--- config.mk ---
export PLATFORM = sky130hd
export DESIGN_NAME = wb_arbiter2
export DESIGN_NICKNAME = d
export VERILOG_FILES = /design/src/rtl/wb_arbiter2.sv
export SDC_FILE = /design/constraint.sdc
export NUM_CORES = 1
export LEC_CHECK = 0
export CORE_AREA = 2 2 89 91
export CTS_CLUSTER_DIAMETER = 200
export DETAILED_ROUTE_END_ITERATION = 12
export DIE_AREA = 0 0 91 93
export GPL_TIMING_DRIVEN = 0
export MAX_ROUTING_LAYER = met4
export PLACE_DENSITY = 0.74
export SLEW_MARGIN = 40
export SYNTH_ARGS = -nofsm -noshare
export SYNTH_HDL_FRONTEND = slang
export SYNTH_SLANG_ARGS = --single-unit
--- constraint.sdc ---
create_clock -name clk -period 1.05 [get_ports clk]
set_input_delay 0.105 -clock clk [delete_from_list [all_inputs] [get_ports clk]]
set_output_delay 0.105 -clock clk [all_outputs]
set_load 0.005 [all_outputs]
--- src/rtl/wb_arbiter2.sv ---
// wb_arbiter2: two-master Wishbone arbiter with alternating tie-break, a
// mandatory idle cycle between grants and a combinational slave-side mux.
// Optional stalled-strobe timeout is enabled by defining WB_ARBITER2_TIMEOUT_EN.
module wb_arbiter2 #(
  parameter int unsigned ADDRESS_WIDTH  = 14,
  parameter int unsigned DATA_WIDTH     = 32,
  parameter int unsigned SEL_WIDTH      = 4,
  parameter int unsigned TIMEOUT_CYCLES = 255
) (
  input  logic                       clk,
  input  logic                       reset,
  input  logic [1:0]                 m_CYC,
  input  logic [1:0]                 m_STB,
  input  logic [1:0]                 m_WE,
  input  logic [2*ADDRESS_WIDTH-1:0] m_ADR,
  input  logic [2*DATA_WIDTH-1:0]    m_DAT_MOSI,
  input  logic [2*SEL_WIDTH-1:0]     m_SEL,
  output logic [1:0]                 m_ACK,
  output logic [1:0]                 m_ERR,
  output logic [DATA_WIDTH-1:0]      m_DAT_MISO,
  output logic                       s_CYC,
  output logic                       s_STB,
  output logic                       s_WE,
  output logic [ADDRESS_WIDTH-1:0]   s_ADR,
  output logic [DATA_WIDTH-1:0]      s_DAT_MOSI,
  output logic [SEL_WIDTH-1:0]       s_SEL,
  input  logic                       s_ACK,
  input  logic [DATA_WIDTH-1:0]      s_DAT_MISO,
  output logic [1:0]                 grant
);

  localparam int unsigned AW = ADDRESS_WIDTH;
  localparam int unsigned DW = DATA_WIDTH;
  localparam int unsigned SW = SEL_WIDTH;

  typedef enum logic [1:0] {
    IDLE = 2'd0,
    GNT0 = 2'd1,
    GNT1 = 2'd2
  } state_t;

  state_t state;
  state_t state_next;
  logic   last_served;
  logic   last_served_next;
  logic   sel;
  logic   stb_mask;

  // State and tie-break history register
  always_ff @(posedge clk) begin
    if (reset) begin
      state       <= IDLE;
      last_served <= 1'b1;
    end else begin
      state       <= state_next;
      last_served <= last_served_next;
    end
  end

  // Next-state: grant from IDLE only, release when the owner drops CYC
  always_comb begin
    state_next       = state;
    last_served_next = last_served;
    case (state)
      IDLE: begin
        case (m_CYC)
          2'b01:   state_next = GNT0;
          2'b10:   state_next = GNT1;
          2'b11:   state_next = last_served ? GNT0 : GNT1;
          default: state_next = IDLE;
        endcase
      end
      GNT0: begin
        if (!m_CYC[0]) begin
          state_next       = IDLE;
          last_served_next = 1'b0;
        end
      end
      GNT1: begin
        if (!m_CYC[1]) begin
          state_next       = IDLE;
          last_served_next = 1'b1;
        end
      end
      default: state_next = IDLE;
    endcase
  end

  assign grant = {state == GNT1, state == GNT0};
  assign sel   = (state == GNT1);

  // Slave-side mux of the granted master; all zero while idle
  always_comb begin
    s_CYC      = 1'b0;
    s_STB      = 1'b0;
    s_WE       = 1'b0;
    s_ADR      = '0;
    s_DAT_MOSI = '0;
    s_SEL      = '0;
    if (state != IDLE) begin
      s_CYC      = m_CYC[sel];
      s_STB      = m_STB[sel] & ~stb_mask;
      s_WE       = m_WE[sel];
      s_ADR      = sel ? m_ADR[AW +: AW]      : m_ADR[0 +: AW];
      s_DAT_MOSI = sel ? m_DAT_MOSI[DW +: DW] : m_DAT_MOSI[0 +: DW];
      s_SEL      = sel ? m_SEL[SW +: SW]      : m_SEL[0 +: SW];
    end
  end

  assign m_ACK      = {2{s_ACK & s_STB}} & grant;
  assign m_DAT_MISO = s_DAT_MISO;

`ifdef WB_ARBITER2_TIMEOUT_EN
  localparam logic [7:0] TO_LAST = 8'(TIMEOUT_CYCLES - 1);

  logic [7:0] to_cnt;
  logic       mask_q;
  logic [1:0] err_q;

  // Stalled-strobe counter, error pulse and strobe mask
  always_ff @(posedge clk) begin
    if (reset) begin
      to_cnt <= 8'd0;
      mask_q <= 1'b0;
      err_q  <= 2'b00;
    end else begin
      err_q <= 2'b00;
      if ((state_next != state) || !s_STB || s_ACK) begin
        to_cnt <= 8'd0;
      end else if (to_cnt == TO_LAST) begin
        to_cnt <= 8'd0;
        err_q  <= grant;
        mask_q <= 1'b1;
      end else begin
        to_cnt <= to_cnt + 8'd1;
      end
      if (mask_q && ((state == IDLE) || !m_STB[sel] || !m_CYC[sel])) begin
        mask_q <= 1'b0;
      end
    end
  end

  assign stb_mask = mask_q;
  assign m_ERR    = err_q;
`else
  assign stb_mask = 1'b0;
  assign m_ERR    = 2'b00;
`endif

endmodule

==> impl_metrics.env <==
export IMPL_outcome="complete, but fails checks"
export IMPL_failed_checks="negative setup slack"
export IMPL_track_usage_pct=14.0
export IMPL_syn_area_um2=981
export IMPL_cp_cell_sequence="nor2b_4 > buf_8 > buf_6 > buf_12 > buf_16 > a22o_1 > buf_2"
export IMPL_synth_seq_cells=3
export IMPL_critPathBufInv=5
export IMPL_cp_top_family="buffers and inverters"
export IMPL_clk_pin_slew_ns=0.03
export IMPL_path_class="reg2out"
export IMPL_io_buffers=197
export IMPL_timing_final_crit_period_ns=1.58
export IMPL_grt_ovfl_total=0
export IMPL_gp_congestion=0.739
export IMPL_via_per_inst=4.05
export IMPL_rsz0062_at_grt="yes"
export IMPL_yosysWarningCount=0
export IMPL_synthToLayoutAreaGrowth_pct=238
export IMPL_cp_slowest_cell="dfxtp_4"
export IMPL_vias=1802
export IMPL_cts_sinks=3
export IMPL_synth_distinct_cells=17
export IMPL_max_stage_delay_ns=0.33
export IMPL_setup_violations=60
export IMPL_dp_final_hpwl_um=5120
export IMPL_cp_max_fo=5
export IMPL_routed_wl_um=6530
export IMPL_ant_nets=0
export IMPL_die_h_um=93
export IMPL_slew_viol_final=0
export IMPL_cap_violations=0
export IMPL_grt_pass1_vias=1898
export IMPL_synthCells=116
export IMPL_h_tree_depth=1
export IMPL_cts_tree="yes"
export IMPL_min_path_type="in2reg"
export IMPL_period_share_pct=151
export IMPL_num_antenna_cells=0
export IMPL_worstPathRequired_ns=0.94
export IMPL_yosysSeqAreaShare_pct=6.12
export IMPL_root_buffer="clkbuf_8"
export IMPL_clock_fmax_mhz=632
export IMPL_cp_end_kind="output pin"
export IMPL_fin_tns_setup_ns=-25.52
export IMPL_antenna_found_initial=0
export IMPL_clk_path_buf_depth=2
export IMPL_route_detailed_drc=0
export IMPL_firstDrtPassIters=3
export IMPL_fin_ws_ns=-0.533
export IMPL_syn_area_per_cell_um2=8.46
export IMPL_power_density_nw_per_um2=526
export IMPL_numCtsBuffers=3
export IMPL_grt_pass1_wl_um=9510
export IMPL_std_cell_rows=32
export IMPL_clock_skew_ns=0.00177
export IMPL_hold_ws_ns=0.562
export IMPL_worstSkewPairLatency_ns=0.22
export IMPL_nets=485
export IMPL_fillerInstances=765
export IMPL_vdd_drop_max_mv=0.664
export IMPL_cp_arrival_ns=1.48
export IMPL_die_area_um2=8460
export IMPL_drt_iter0_drc=16
export IMPL_total_power_uw=1740
export IMPL_drive_above_1_share_pct=40.8
export IMPL_postCtsHoldBufs=0
export IMPL_die_w_um=91
export IMPL_critPathLaunchType="flip-flop"
export IMPL_design_core_area_um2=7530
export IMPL_power_leakage_uw=0.00156
export IMPL_grt_max_degree=11
export IMPL_finalHoldViolations=0
export IMPL_start_util_pct=13.0
export IMPL_io_pins=232
export IMPL_wl_per_cell_um=14.7
[worst paths after layout]
kind	start	to	slack, ns	depth (start not counted)
max	state[1]	s_DAT_MOSI[9]	-0.53	7
min	m_CYC[0]	state[0]	0.56	2
max reg2reg	state[1]	last_served	-0.30	6
min reg2reg	state[0]	last_served	0.62	2
[metal layers]
metal  vias up  wire [um]  GRT usage [%]
met1       814       2230           13.8
met2       106       3740           28.3
met5         -          0              -
li1        872          -              -
met4         0         70           2.15
met3        10        494           3.38
[through the flow]
stage                     std cells  util (%)  instance area, um2  worst slack [ns]
final                           445      44.0                3310            -0.533
after global routing            445      44.0                3310            -0.579
after CTS                       443      43.3                3260            -0.552
after detailed placement        416      41.0                3080            -0.629
after global placement          416      41.0                3080            -0.617
after floorplan                 117         -                 985            0.0350
[layout make-up]
type	instances	area (um2)	share of cell area, %
multi-input combinational	66	604	18.3
tap	102	128	3.85
clock buffer	4	45.0	1.36
sequential	3	67.6	2.04
timing repair buffer	223	2050	61.8
buffer	46	417	12.6
inverter	1	3.75	0.113
[flip-flops by register name, summed over array words and instances, names as in the netlist]
signal / flops
state: 2
last_served: 1
[cell usage in the layout, fill, tap and decap left out]
cell type        netlist  final
nor3b_4                0      1
buf_16                 0      2
buf_12                 0      1
clkbuf_8               0      3
nor4_2                 0      1
bufbuf_16              0      1
and3_4                 0      1
buf_8                  0      8
a221o_1                1      1
inv_1                  1      1
clkdlybuf4s50_1        0    140
buf_6                  5     20
nor4b_4                0      1
buf_2                  4     55
nand2b_1               1      1
dfxtp_1                3      1
nor2b_4                1      2
and3b_1                1      1
and3_1                 2      1
a21o_1                 1      1
dfxtp_4                0      2
conb_1                 1      2
a22o_1                53     53
buf_4                 38     41
clkbuf_16              0      1
clkbuf_1               0      1
[synthesized netlist by cell type]
| library cell | count | share of area, % |
|---|---|---|
| nor2b_4 | 1 | 1.4 |
| a22o_1 | 53 | 47 |
| inv_1 | 1 | 0.38 |
| nor2b_1 | 1 | 0.64 |
| buf_4 | 38 | 29 |
| buf_6 | 5 | 5.7 |
| nor4b_1 | 1 | 0.89 |
| dfxtp_1 | 3 | 6.1 |
| and3_1 | 2 | 1.3 |
| buf_2 | 4 | 2.0 |
| nand2b_1 | 1 | 0.64 |
| nor3b_1 | 1 | 0.77 |
| and3b_1 | 1 | 0.89 |
| nor4_1 | 1 | 0.64 |
| a221o_1 | 1 | 1.0 |
| a21o_1 | 1 | 0.77 |
| conb_1 | 1 | 0.38 |
[cell families after synthesis]
family,synth area share (%)
flip-flops,6.12
buffers and inverters,37.2
AND/OR/NAND/NOR,7.14
AO/OA/AOI/OAI,49.1
other,0.382
[power breakdown]
part	total [uW]	switching [uW]	internal (uW)
Clock	340	80.5	259
Sequential	129	8.98	120
Combinational	1270	356	916
Total	1740	446	1290
[timing repair]
action,4_1_cts,5_1_grt
pin swaps,31,17
cloned,6,1
setup endpoints to repair,58,60
setup buffers,17,5
gates resized for setup,268,14
No activity file was read; power rests on OpenSTA's default activity.
